`config.mk`:
```
export PLATFORM = sky130hd
export DESIGN_NAME = divider_arbiter_flat
export DESIGN_NICKNAME = d
export VERILOG_FILES = /design/src/rtl/divider_arbiter_if.sv /design/src/rtl/divider_arbiter.sv /design/src/flat_wrapper.sv
export SDC_FILE = /design/constraint.sdc
export NUM_CORES = 1
export LEC_CHECK = 0
export ABC_CLOCK_PERIOD_IN_PS = 2600
export BUFFER_PORTS_ARGS = -buffer_cell sky130_fd_sc_hd__buf_2
export CORE_ASPECT_RATIO = 1.75
export CORE_UTILIZATION = 41
export DETAILED_ROUTE_END_ITERATION = 12
export MAX_ROUTING_LAYER = met4
export PLACE_DENSITY_LB_ADDON = 0.3
export SLEW_MARGIN = 40
export SYNTH_ARGS = -nofsm -noshare
export SYNTH_HDL_FRONTEND = slang
export SYNTH_SLANG_ARGS = --single-unit
```
`constraint.sdc`:
```
create_clock -name clk -period 2.6 [get_ports clk]
set_clock_uncertainty 0.1 [all_clocks]
set_input_delay 0 -clock clk [delete_from_list [all_inputs] [get_ports clk]]
set_output_delay 0 -clock clk [all_outputs]
set_load 0.01 [all_outputs]
```
`src/rtl/divider_arbiter_if.sv`:
```
// -----------------------------------------------------------------------------
// divider_arbiter_if
//   Start/idle handshake and operand/result bus between the divider arbiter and
//   a shared divider_8bit instance.
//   Signals:
//     strt       start pulse, one cycle, from arbiter
//     dividend   operand held by arbiter while the divider works
//     divisor    operand held by arbiter while the divider works
//     quotient   result from divider, valid when idle = 1
//     remainder  result from divider, valid when idle = 1
//     not_valid  divide-by-zero flag from divider
//     idle       1 = divider ready / result stable
//   Modports:
//     master  arbiter side (drives strt and operands)
//     slave   divider side (drives results and idle)
// -----------------------------------------------------------------------------
interface divider_arbiter_if;
  logic       strt;
  logic [7:0] dividend;
  logic [7:0] divisor;
  logic [7:0] quotient;
  logic [7:0] remainder;
  logic       not_valid;
  logic       idle;

  modport master (
    output strt, dividend, divisor,
    input  quotient, remainder, not_valid, idle
  );

  modport slave (
    input  strt, dividend, divisor,
    output quotient, remainder, not_valid, idle
  );
endinterface

```
`src/rtl/divider_arbiter.sv`:
```
// -----------------------------------------------------------------------------
// divider_arbiter
//   Shares one divider_8bit between N_REQ requesters. Pending requests are
//   arbitrated round-robin, the winner's operands are latched and handed to the
//   divider with a one-cycle start pulse, and the result comes back to the
//   granted requester with a one-cycle done pulse. A divider that never reports
//   a busy/idle transition within BUSY_TIMEOUT cycles aborts the operation with
//   not_valid = 1 and sets the sticky timeout_err flag.
//   Ports:
//     clk           system clock, rising edge
//     rst           asynchronous active-low reset
//     req           per-requester request level
//     req_dividend  operands, slice i = [8*i+7:8*i]
//     req_divisor   operands, slice i = [8*i+7:8*i]
//     grant         one-hot owner of the divider
//     done          one-hot, one-cycle result-ready pulse
//     quotient      registered result, held until next completion
//     remainder     registered result, held until next completion
//     not_valid     registered divide-by-zero / timeout flag
//     timeout_err   sticky abort flag, cleared by reset only
//     div           master side of the divider handshake
// -----------------------------------------------------------------------------
module divider_arbiter #(
  parameter int N_REQ        = 4,
  parameter int BUSY_TIMEOUT = 32
) (
  input  logic                 clk,
  input  logic                 rst,
  input  logic [N_REQ-1:0]     req,
  input  logic [8*N_REQ-1:0]   req_dividend,
  input  logic [8*N_REQ-1:0]   req_divisor,
  output logic [N_REQ-1:0]     grant,
  output logic [N_REQ-1:0]     done,
  output logic [7:0]           quotient,
  output logic [7:0]           remainder,
  output logic                 not_valid,
  output logic                 timeout_err,
  divider_arbiter_if.master    div
);

  localparam int PW = $clog2(N_REQ);
  localparam int SW = PW + 1;
  localparam int TW = $clog2(BUSY_TIMEOUT + 1);

  typedef enum logic [2:0] {
    S_IDLE,
    S_LAUNCH,
    S_WAIT_BUSY,
    S_WAIT_DONE,
    S_CAPTURE
  } state_t;

  state_t         state, state_n;
  logic [PW-1:0]  ptr;
  logic [PW-1:0]  cur_idx;
  logic [PW-1:0]  win_idx;
  logic           win_found;
  logic [TW-1:0]  tcnt;
  logic           idle_seen;
  logic           timed_out;
  logic           do_grant, do_capture, do_abort, strt_c;
  logic [7:0]     dvd [N_REQ];
  logic [7:0]     dvs [N_REQ];

  for (genvar g = 0; g < N_REQ; g++) begin : g_slice
    assign dvd[g] = req_dividend[8*g +: 8];
    assign dvs[g] = req_divisor[8*g +: 8];
  end

  // Round-robin pick: scan from the pointer upward with wrap; iterating from the
  // far end down lets the closest requester at or after the pointer win.
  always_comb begin : arb
    logic [SW-1:0] sum;
    // NOTE: every variable written here gets a default first, so no path can
    // leave it unassigned and infer a latch.
    sum       = '0;
    win_idx   = '0;
    win_found = 1'b0;
    for (int k = N_REQ - 1; k >= 0; k--) begin
      sum = {1'b0, ptr} + SW'(k);
      if (sum >= SW'(N_REQ)) sum = sum - SW'(N_REQ);
      if (req[sum[PW-1:0]]) begin
        win_idx   = sum[PW-1:0];
        win_found = 1'b1;
      end
    end
  end

  assign timed_out = (tcnt >= TW'(BUSY_TIMEOUT - 1));

  always_comb begin : fsm_next
    state_n    = state;
    do_grant   = 1'b0;
    do_capture = 1'b0;
    do_abort   = 1'b0;
    strt_c     = 1'b0;
    case (state)
      S_IDLE: begin
        if (win_found && div.idle) begin
          do_grant = 1'b1;
          state_n  = S_LAUNCH;
        end
      end
      S_LAUNCH: begin
        strt_c  = 1'b1;
        state_n = S_WAIT_BUSY;
      end
      S_WAIT_BUSY: begin
        // Idle for two consecutive cycles means the divider finished before
        // its busy phase could be observed.
        if (!div.idle)      state_n = S_WAIT_DONE;
        else if (idle_seen) state_n = S_CAPTURE;
        else if (timed_out) begin
          do_abort = 1'b1;
          state_n  = S_IDLE;
        end
      end
      S_WAIT_DONE: begin
        if (div.idle) state_n = S_CAPTURE;
        else if (timed_out) begin
          do_abort = 1'b1;
          state_n  = S_IDLE;
        end
      end
      S_CAPTURE: begin
        do_capture = 1'b1;
        state_n    = S_IDLE;
      end
      default: state_n = S_IDLE;
    endcase
  end

  assign div.strt = strt_c;

  always_ff @(posedge clk or negedge rst) begin
    if (!rst) state <= S_IDLE;
    else      state <= state_n;
  end

  always_ff @(posedge clk or negedge rst) begin
    if (!rst) begin
      grant        <= '0;
      done         <= '0;
      quotient     <= '0;
      remainder    <= '0;
      not_valid    <= 1'b0;
      timeout_err  <= 1'b0;
      div.dividend <= '0;
      div.divisor  <= '0;
      ptr          <= '0;
      cur_idx      <= '0;
      tcnt         <= '0;
      idle_seen    <= 1'b0;
    end else begin
      // NOTE: non-blocking assignments throughout, so every register here sees
      // the pre-edge value of every other, regardless of statement order.
      done <= '0;

      if ((state == S_WAIT_BUSY || state == S_WAIT_DONE) &&
          (state_n == S_WAIT_BUSY || state_n == S_WAIT_DONE))
        tcnt <= tcnt + TW'(1);
      else
        tcnt <= '0;

      idle_seen <= (state == S_WAIT_BUSY) && div.idle;

      if (do_grant) begin
        grant        <= N_REQ'(1) << win_idx;
        cur_idx      <= win_idx;
        div.dividend <= dvd[win_idx];
        div.divisor  <= dvs[win_idx];
      end

      if (do_capture || do_abort) begin
        quotient  <= do_capture ? div.quotient  : 8'd0;
        remainder <= do_capture ? div.remainder : 8'd0;
        not_valid <= do_capture ? div.not_valid : 1'b1;
        done      <= grant;
        grant     <= '0;
        // An aborted requester also loses its turn, so a dead divider cannot
        // let one requester starve the others.
        ptr       <= (cur_idx == PW'(N_REQ - 1)) ? '0 : cur_idx + PW'(1);
      end

      if (do_abort) timeout_err <= 1'b1;
    end
  end

endmodule

```
`src/flat_wrapper.sv`:
```
// flat-port wrapper written by rule: the top's interface ports become plain ports
module divider_arbiter_flat 
#(
  parameter int N_REQ        = 4,
  parameter int BUSY_TIMEOUT = 32
)
  (clk, rst, req, req_dividend, req_divisor, grant, done, quotient, remainder, not_valid, timeout_err, div_strt, div_dividend, div_divisor, div_quotient, div_remainder, div_not_valid, div_idle);
  divider_arbiter_if div_i ();
  input  logic clk;
  input  logic rst;
  input  logic [N_REQ-1:0] req;
  input  logic [8*N_REQ-1:0] req_dividend;
  input  logic [8*N_REQ-1:0] req_divisor;
  output logic [N_REQ-1:0] grant;
  output logic [N_REQ-1:0] done;
  output logic [7:0] quotient;
  output logic [7:0] remainder;
  output logic not_valid;
  output logic timeout_err;
  output wire logic [$bits(div_i.strt)-1:0] div_strt;
  output wire logic [$bits(div_i.dividend)-1:0] div_dividend;
  output wire logic [$bits(div_i.divisor)-1:0] div_divisor;
  input wire logic [$bits(div_i.quotient)-1:0] div_quotient;
  input wire logic [$bits(div_i.remainder)-1:0] div_remainder;
  input wire logic [$bits(div_i.not_valid)-1:0] div_not_valid;
  input wire logic [$bits(div_i.idle)-1:0] div_idle;
  assign div_strt = div_i.strt;
  assign div_dividend = div_i.dividend;
  assign div_divisor = div_i.divisor;
  assign div_i.quotient = div_quotient;
  assign div_i.remainder = div_remainder;
  assign div_i.not_valid = div_not_valid;
  assign div_i.idle = div_idle;
  divider_arbiter #(.N_REQ(N_REQ), .BUSY_TIMEOUT(BUSY_TIMEOUT)) u_core (.clk(clk), .rst(rst), .req(req), .req_dividend(req_dividend), .req_divisor(req_divisor), .grant(grant), .done(done), .quotient(quotient), .remainder(remainder), .not_valid(not_valid), .timeout_err(timeout_err), .div(div_i));
endmodule
```
==> impl_metrics.tcl, run 1 <==
set metrics [dict create \
    die_h_microns 110.0 \
    ys_types 47 \
    vdd_drop_max_mv 0.5286 \
    diodes 0 \
    p_leak_nw 2.256 \
    post_cts_buffers 0 \
    setup_slack_ns 0.1455 \
    die_x_microns 63.69 \
    fin_crit_ns 2.455 \
    fmax_mhz 407.4 \
    area_delta_synth_final_pct 61.73 \
    grt-ovfl-total 0 \
    fillCellCount 464 \
    clk_pin_slew_ns 0.07 \
    synthTopCellsByArea "dfrtp_1 (51%), mux2i_1 (12%), a22o_1 (5.1%)" \
    place.detailed.hpwl_microns 4601 \
    drtIter0Drc 116 \
    design.die.area_sq_um 7002 \
    cp-startpoint "u_core.ptr[0]" \
    cts_htree_levels 2 \
    drt-vias-per-instance 5.258 \
    synthMostInstantiatedCell "dfrtp_1" \
    firstDrtPassIters 6 \
    start_kind "flop" \
    p_per_area_nw_per_um2 880.1 \
    outcome "finished clean" \
    detailroute.via_count 2755 \
    drc 0 \
    synth_top_area_cell "dfrtp_1" \
    p_int_mw 2.514 \
    routed_wl_microns 8612 \
    switching_share 0.3531 \
    cts_num_sinks 56 \
    finalSetupViolCount 0 \
    gp_congestion 0.7299 \
    grtUsageTotal 0.2519 \
    ctsRootBufferMaster "clkbuf_16" \
    syn_avg_cell_area_sq_um 11.87 \
    drive_above_1_share 0.3439 \
    crit_path_max_fanout 17 \
    yosysTopAreaCellShare 0.5133 \
    ys.flop_type "dfrtp_1" \
    synth_cells 230 \
    grt_setup_unrepaired "false" \
    end_kind "flop" \
    ant_nets 0 \
    p_clk_frac 0.198 \
    hold_viol 0 \
    cp.required_ns 2.69 \
    min_period_over_period 0.9441 \
    pwr-share-comb 0.433 \
    p_sw_mw 1.372 \
    tritoncts "yes" \
    grt_max_degree 35 \
    worstHoldPathType "input pin to asynchronous set/reset pin" \
    io_buffers 130 \
    num_io_pins 131 \
    synth_edf_count 0 \
    wl_per_cell_microns 16.44 \
    cts_buffers 5 \
    slew_viol_final 0 \
    initial_core_util 0.4207 \
    synth-seq-area-share 0.5133 \
    netlist_top_cells_count "dfrtp_1 (56), mux2i_1 (32), o21ai_0 (18), a22o_1 (16), a2bb2oi_1 (16)" \
    slew_headroom 0.5419 \
    criticalPathCategory "flop to flop" \
    nets 531 \
    grt_pass1_vias 2823 \
    pwr-share-seq 0.369 \
    insertion_delay_ns 0.29 \
    synth.net_count 320 \
    arrival_ns 2.54 \
    coreArea_sq_um 6490 \
    fin_tns_setup_ns 0 \
    synth-seq-cells 56 \
    rows 39 \
    cts_buffer_depth 2 \
    postSynth.asyncResetShare 1.000 \
    dp_slack_ns 0.2590 \
    antenna_found_initial 0 \
    worst_r2r_path_depth 5 \
    p_total_mw 3.886 \
    tightestPinTransition_ns 0.6871 \
    maxCapViolations 0 \
    synth_area_sq_um 2730 \
    reg2reg_from "u_core.ptr[0]" \
    grt_pass1_wl_microns 13120 \
    synth_warnings 0 \
]
## critical path: stages, from the launching register on
cell and delay, ns:
dfrtp_1 0.44, or3b_2 0.55, o221a_4 0.26, mux2i_1 0.16, dlygate4sd3_1 0.59, o21ai_0 0.25
## state kept, by name (all words and copies together) (netlist names), 2 cells and up
signal               flops
u_core.div.dividend      8
u_core.quotient          8
u_core.grant             4
u_core.tcnt              6
u_core.remainder         8
u_core.cur_idx           2
u_core.ptr               2
u_core.state             3
u_core.done              4
u_core.div.divisor       8
## cell families after synthesis
family                   count (synthesis)  share of synthesized area
multiplexers                            34                     0.1256
AND/OR/NAND/NOR                         48                     0.1040
XOR/XNOR                                 4                    0.01283
buffers and inverters                   17                    0.04674
AO/OA/AOI/OAI                           69                     0.1884
flip-flops                              56                     0.5133
adder cells (fa/ha/maj)                  2                   0.009164
## path summary, 6_finish.rpt
| path | end | slack [ns] |
|---|---|---|
| max | u_core.div.dividend[0] | 0.15 |
| min | u_core.remainder[2] | 0.12 |
| max reg2reg | u_core.div.dividend[0] | 0.15 |
| min reg2reg | u_core.tcnt[0] | 0.36 |
| max in group asynchronous | u_core.idle_seen | 1.46 |
| min in group clk | u_core.cur_idx[1] | 0.19 |
## metrics by stage
step / utilization / std cells / hold WS, ns / cell area, sq um
6_report: 0.6804 / 524 / 0.1158 / 4415
5_1_grt: 0.6804 / 524 / 0.1694 / 4415
4_1_cts: 0.6786 / 523 / 0.1281 / 4404
3_5_place_dp: 0.5248 / 432 / -0.08968 / 3406
3_3_place_gp: 0.5234 / 432 / -0.09000 / 3397
2_1_floorplan: - / 230 / -0.3956 / 2730
## power groups by stage
stage	combinational (mW)	sequential [mW]	clock, mW
final	1.68	1.43	0.769
after floorplan	0.897	1.52	0
after global placement	1.42	1.43	0
after detailed placement	1.46	1.43	0
after CTS	1.62	1.42	0.797
after global routing	1.84	1.48	0.823
## final cells by class
class | count | area, sq um | area share
flip-flops and latches | 56 | 1401 | 0.3174
repair buffers | 217 | 1511 | 0.3423
clock inverters | 2 | 38.79 | 0.008784
well taps | 82 | 102.6 | 0.02324
inverters | 3 | 11.26 | 0.002550
clock buffers | 6 | 128.9 | 0.02919
multi-input cells | 158 | 1221 | 0.2766
## layer usage
metal | track usage | vias up | wire [microns]
li1 | - | 1273 | -
met2 | 0.4544 | 139 | 4733
met5 | - | - | 0
met4 | 0.1039 | 0 | 167
met3 | 0.04461 | 16 | 496
met1 | 0.2681 | 1327 | 3214
## cell usage in the layout, fill, tap and decap left out, types with 2 or more instances in the layout
cell	count
nand2_1	11
ha_1	2
and2_1	2
inv_1	3
o21ai_1	4
xor2_1	2
clkbuf_16	5
buf_4	4
dlygate4sd3_1	83
nor2b_1	9
a22o_1	16
mux2i_1	32
nor2_1	9
a2bb2oi_1	16
dfrtp_1	56
o21ai_0	18
xnor2_1	2
mux2_2	2
nor3b_1	3
buf_2	130
nand3_1	4
a21oi_1	2
## what timing repair did
action / in CTS / in global routing
hold endpoints to repair: 60 / 0
resized for setup: 0 / 1
hold buffers: 83 / 0
setup endpoints to repair: 0 / 12
(Power assumes the default switching activity.)
==> run 2: changes to the inputs <==
--- a/config.mk
+++ b/config.mk
@@ -7,8 +7,9 @@
 export LEC_CHECK = 0
 export ABC_CLOCK_PERIOD_IN_PS = 2600
 export BUFFER_PORTS_ARGS = -buffer_cell sky130_fd_sc_hd__buf_2
-export CORE_ASPECT_RATIO = 1.75
-export CORE_UTILIZATION = 41
+export CELL_PAD_IN_SITES_DETAIL_PLACEMENT = 1
+export CELL_PAD_IN_SITES_GLOBAL_PLACEMENT = 2
+export CORE_UTILIZATION = 28
 export DETAILED_ROUTE_END_ITERATION = 12
 export MAX_ROUTING_LAYER = met4
 export PLACE_DENSITY_LB_ADDON = 0.3
==> run 2 against run 1 <==
  * Setup slack gained 0.053 ns
  * First-iteration DRC count fell by 62%
  * Final area increased by 0.11%
  * Via count down 0.91%
  * Hold slack better by 0.010 ns
  * Core utilization down 21 points
  * Fmax grew 2.2%
  * Die area increased by 45%
  * Global-route usage down 5.7 points
  * Clock power is 34% lower
  * Critical endpoint is now u_core.div.dividend[5]
==> impl_metrics.tcl, run 2 (synthesis results as in run 1) <==
set metrics [dict create \
    routed_wl_microns 9467 \
    p_leak_nw 2.228 \
    drive_above_1_share 0.3454 \
    post_cts_buffers 0 \
    drt-vias-per-instance 4.773 \
    vdd_drop_max_mv 0.3267 \
    coreArea_sq_um 9328 \
    worst_path_largest_cell_delay_ns 0.58 \
    die_x_microns 100.7 \
    layout_commonest_cell "buf_2" \
    clk_pin_slew_ns 0.10 \
    slew_headroom 0.5144 \
    cts_num_sinks 56 \
    start_kind "flop" \
    switching_share 0.3760 \
    die_h_microns 100.7 \
    detailroute.via_count 2730 \
    grt_setup_unrepaired "false" \
    cts_buffers 5 \
    finalSetupViolCount 0 \
    criticalPathCategory "flop to flop" \
    min_period_over_period 0.9236 \
    setup_slack_ns 0.1987 \
    gp_congestion 0.6931 \
    place.detailed.hpwl_microns 5282 \
    ant_nets 0 \
    pwr-share-seq 0.400 \
    cp.required_ns 2.70 \
    nets 532 \
    fin_crit_ns 2.401 \
    register_area_sq_um 1401 \
    final_cell_mix "buf_2 (130), dlygate4sd3_1 (83), dfrtp_1 (56)" \
    wl_per_cell_microns 16.55 \
    cp_slowest_cell "dlygate4sd3_1" \
    drtIter0Drc 44 \
    drc 0 \
    grt_max_degree 57 \
    num_io_pins 131 \
    p_int_mw 2.244 \
    path_cells "a21boi_1 -> o221a_4 -> mux2i_1 -> dlygate4sd3_1 -> o21ai_1" \
    multi_input_area_sq_um 1221 \
    maxCapViolations 0 \
    firstDrtPassIters 4 \
    p_sw_mw 1.352 \
    worstHoldPathType "input pin to asynchronous set/reset pin" \
    p_per_area_nw_per_um2 813.3 \
    diodes 0 \
    cts_htree_levels 2 \
    cts_buffer_depth 2 \
    insertion_delay_ns 0.31 \
    rows 35 \
    grt-ovfl-total 0 \
    arrival_ns 2.50 \
    fillCellCount 1059 \
    area_delta_synth_final_pct 61.92 \
    tightestPinTransition_ns 0.7284 \
    crit_path_max_fanout 17 \
    fin_tns_setup_ns 0 \
    slew_viol_final 0 \
    antenna_found_initial 0 \
    p_clk_frac 0.141 \
    pwr-share-comb 0.459 \
    end_kind "flop" \
    grtUsageTotal 0.1953 \
    design.die.area_sq_um 10150 \
    hold_viol 0 \
    tritoncts "yes" \
    outcome "finished clean" \
    ctsRootBufferMaster "clkbuf_8" \
    grt_pass1_wl_microns 15010 \
    io_buffers 130 \
    grt_pass1_vias 3054 \
    fmax_mhz 416.4 \
    initial_core_util 0.2927 \
    dp_slack_ns 0.2460 \
]
run 2: area by class of cell:
class                   count  share of cell area
flip-flops and latches     56              0.3170
clock buffers               7             0.01953
clock inverters             1            0.001698
inverters                   3            0.002547
multi-input cells         158              0.2763
well taps                 129             0.03651
repair buffers            218              0.3464
run 2: worst paths after layout:
check,startpoint,slack [ns],depth (start not counted),end
min in group clk,req[3],0.17,3,u_core.grant[3]
max,u_core.ptr[1],0.20,5,u_core.div.dividend[5]
min reg2reg,u_core.tcnt[0],0.37,1,u_core.tcnt[0]
min,rst,0.13,3,u_core.tcnt[4]
max reg2reg,u_core.ptr[1],0.20,5,u_core.div.dividend[5]
max in group asynchronous,rst,1.79,4,u_core.done[0]
run 2: worst max-delay path, delay by kind of cell (launching register included):
family                 cells  cell delay [ns]
flip-flops                 1             0.45
buffers and inverters      1             0.58
multiplexers               1             0.25
AO/OA/AOI/OAI              3             0.91
run 2: what timing repair did:
item / CTS / global route
gates resized for setup: 0 / 1
endpoints found under the hold margin: 92 / 0
hold buffers: 83 / 0
setup endpoints to repair: 0 / 7
run 2: stage by stage:
stage / hold slack (ns) / power (mW) / instance area [sq um] / std cells / util
5_1_grt: 0.1532 / 3.869 / 4420 / 572 / 0.4739
4_1_cts: 0.1294 / 3.595 / 4389 / 570 / 0.4706
3_3_place_gp: 0.1024 / 2.903 / 3456 / 479 / 0.3705
6_report: 0.1259 / 3.595 / 4420 / 572 / 0.4739
2_1_floorplan: -0.3956 / 2.419 / 2730 / 230 / -
3_5_place_dp: 0.1093 / 2.946 / 3465 / 479 / 0.3714
run 2: power groups by stage:
stage | Combinational (mW) | Sequential (mW) | Clock, mW
floorplan | 0.897 | 1.52 | 0
global placement | 1.47 | 1.43 | 0
detailed placement | 1.50 | 1.45 | 0
CTS | 1.62 | 1.43 | 0.541
global route | 1.82 | 1.48 | 0.564
finish | 1.65 | 1.44 | 0.509
run 2: layer usage:
layer  GRT usage  up-vias  wire length (microns)
met5           -        -                      0
met4     0.05351        0                    112
met3     0.04300       12                    609
met2      0.3272      114                   4512
met1      0.2377     1330                   4232
li1            -     1274                      -
==> run 3: changes to the inputs <==
--- a/config.mk
+++ b/config.mk
@@ -13,6 +13,7 @@
 export DETAILED_ROUTE_END_ITERATION = 12
 export MAX_ROUTING_LAYER = met4
 export PLACE_DENSITY_LB_ADDON = 0.3
+export REMOVE_ABC_BUFFERS = 1
 export SLEW_MARGIN = 40
 export SYNTH_ARGS = -nofsm -noshare
 export SYNTH_HDL_FRONTEND = slang
==> run 3 against run 2 <==
  * Sequential cell count stayed put
  * Power is 0.27% higher
  * Global-route usage is 1.5 points lower
  * Final area hardly changed
  * Combinational power is 3% higher
  * Fmax is 1.7% lower
  * Register-to-register slack worse by 0.04 ns
  * Critical path depth is 2 higher
  * First-iteration DRC count is 20% higher
  * Sequential power hardly changed
  * Clock power is 5.3% lower
  * Largest cell class unchanged
==> impl_metrics.tcl, run 3 (synthesis results as in run 1) <==
set metrics [dict create \
    place.detailed.hpwl_microns 5061 \
    num_io_pins 131 \
    multi_input_area_sq_um 1201 \
    wl_met2_microns 4208 \
    reg2reg_from "u_core.ptr[0]" \
    die_h_microns 100.7 \
    p_sw_mw 1.319 \
    worst_path_largest_cell_delay_ns 0.57 \
    worstHoldPathType "input pin to asynchronous set/reset pin" \
    drive_above_1_share 0.3491 \
    fillCellCount 1049 \
    hold_viol 0 \
    cts_buffer_depth 2 \
    routed_wl_microns 8608 \
    register_area_sq_um 1401 \
    crit_path_max_fanout 6 \
    p_per_area_nw_per_um2 815.3 \
    final_cell_mix "buf_2 (130), dlygate4sd3_1 (83), dfrtp_1 (56)" \
    start_kind "flop" \
    p_clk_frac 0.134 \
    grt-ovfl-total 0 \
    clk_pin_slew_ns 0.10 \
    tritoncts "yes" \
    arrival_ns 2.55 \
    ant_nets 0 \
    wl_met1_microns 3762 \
    tightestPinTransition_ns 0.6554 \
    path_cells "or3b_2 -> o221a_2 -> buf_12 -> mux2i_1 -> dlygate4sd3_1 -> a2bb2oi_1 -> o21ai_1" \
    detailroute.via_count 2661 \
    regToRegSetupSlack_ns 0.16 \
    pwr-share-seq 0.395 \
    p_leak_nw 2.237 \
    grtUsageTotal 0.1799 \
    antenna_found_initial 0 \
    rows 35 \
    slew_viol_final 0 \
    switching_share 0.3658 \
    insertion_delay_ns 0.31 \
    area_delta_synth_final_pct 61.96 \
    initial_core_util 0.2927 \
    vdd_drop_max_mv 0.2902 \
    finalSetupViolCount 0 \
    regToRegEndpoint "u_core.div.divisor[6]" \
    slew_headroom 0.5630 \
    design.die.area_sq_um 10150 \
    cp.required_ns 2.71 \
    grt_max_degree 37 \
    ctsRootBufferMaster "clkbuf_8" \
    pwr-share-comb 0.471 \
    wl_met3_microns 495 \
    drtIter0Drc 53 \
    io_buffers 130 \
    worst_r2r_path_depth 7 \
    grt_pass1_wl_microns 13680 \
    diodes 0 \
    setup.worst_path.end "u_core.div.divisor[6]" \
    cts_num_sinks 56 \
    outcome "finished clean" \
    cp-startpoint "u_core.ptr[0]" \
    firstDrtPassIters 4 \
    die_x_microns 100.7 \
    nets 533 \
    min_period_over_period 0.9394 \
    grt_pass1_vias 2850 \
    drt-vias-per-instance 4.644 \
    wl_per_cell_microns 15.02 \
    setup_slack_ns 0.1576 \
    fin_crit_ns 2.442 \
    cts_buffers 5 \
    criticalPathCategory "flop to flop" \
    cts_resized 0 \
    cp_slowest_cell "dlygate4sd3_1" \
    gp_congestion 0.7844 \
    maxCapViolations 0 \
    coreArea_sq_um 9328 \
    layout_commonest_cell "buf_2" \
    cts_htree_levels 2 \
    grt_setup_unrepaired "false" \
    dp_slack_ns 0.3846 \
    end_kind "flop" \
    holdWs_ns 0.07773 \
    p_int_mw 2.286 \
    drc 0 \
    fmax_mhz 409.4 \
    highest_layer "met4" \
    fin_tns_setup_ns 0 \
]
-- run 3: cell types whose count changed in the layout (fill, tap and decap cells not counted) --
cell / delta
buf_4: +1
a21boi_0: +1
clkbuf_1: -1
o221a_4: -1
clkinv_2: +2
clkinv_4: +1
clkinvlp_4: -1
clkbuf_8: -1
a21boi_1: -1
buf_12: +1
-- run 3: layout make-up --
cell class,count,area share
timing repair buffer,220,0.3526
multi-input combinational,157,0.2716
clock buffer,5,0.01556
clock inverter,3,0.004244
sequential,56,0.3169
inverter,3,0.002547
tap,129,0.03650
-- run 3: how the worst min path moves through the flow --
stage | start | endpoint | slack [ns] | cells past startpoint
floorplan | rst | u_core.cur_idx[0] | -0.40 | 0
global placement | rst | u_core.quotient[1] | -0.12 | 1
detailed placement | rst | u_core.quotient[1] | -0.11 | 1
CTS | rst | u_core.remainder[3] | 0.08 | 2
global route | rst | u_core.quotient[6] | 0.13 | 2
finish | rst | u_core.quotient[6] | 0.08 | 2
-- run 3: timing repair --
item | CTS | global route
hold buffers | 83 | 0
setup buffers | 0 | 2
endpoints found under the hold margin | 56 | 0
setup endpoints to repair | 0 | 9
-- run 3: stage by stage --
step,total power [mW],util,std cells,instance area (sq um)
final,3.605,0.4740,573,4422
after CTS,3.587,0.4711,571,4394
after detailed placement,2.936,0.3726,480,3476
after global routing,3.868,0.4740,573,4422
after floorplan,2.328,-,216,2614
after global placement,2.908,0.3726,480,3476
-- run 3: power groups by stage --
| stage | clock network, mW | registers, mW | logic (mW) |
|---|---|---|---|
| after floorplan | 0 | 1.53 | 0.797 |
| after global routing | 0.527 | 1.47 | 1.87 |
| final | 0.482 | 1.42 | 1.70 |
| after global placement | 0 | 1.42 | 1.49 |
| after CTS | 0.496 | 1.42 | 1.67 |
| after detailed placement | 0 | 1.43 | 1.50 |
-- run 3: layer usage --
layer	track usage	up-vias
met5	-	-
met4	0.06355	0
met3	0.03467	16
met2	0.3145	111
met1	0.2053	1264
li1	-	1270
-- run 3: critical path, delay by kind of cell, from the launching register on --
family | cells | cell delay (ns)
buffers and inverters | 2 | 0.72
AO/OA/AOI/OAI | 3 | 0.41
flip-flops | 1 | 0.44
AND/OR/NAND/NOR | 1 | 0.49
multiplexers | 1 | 0.16
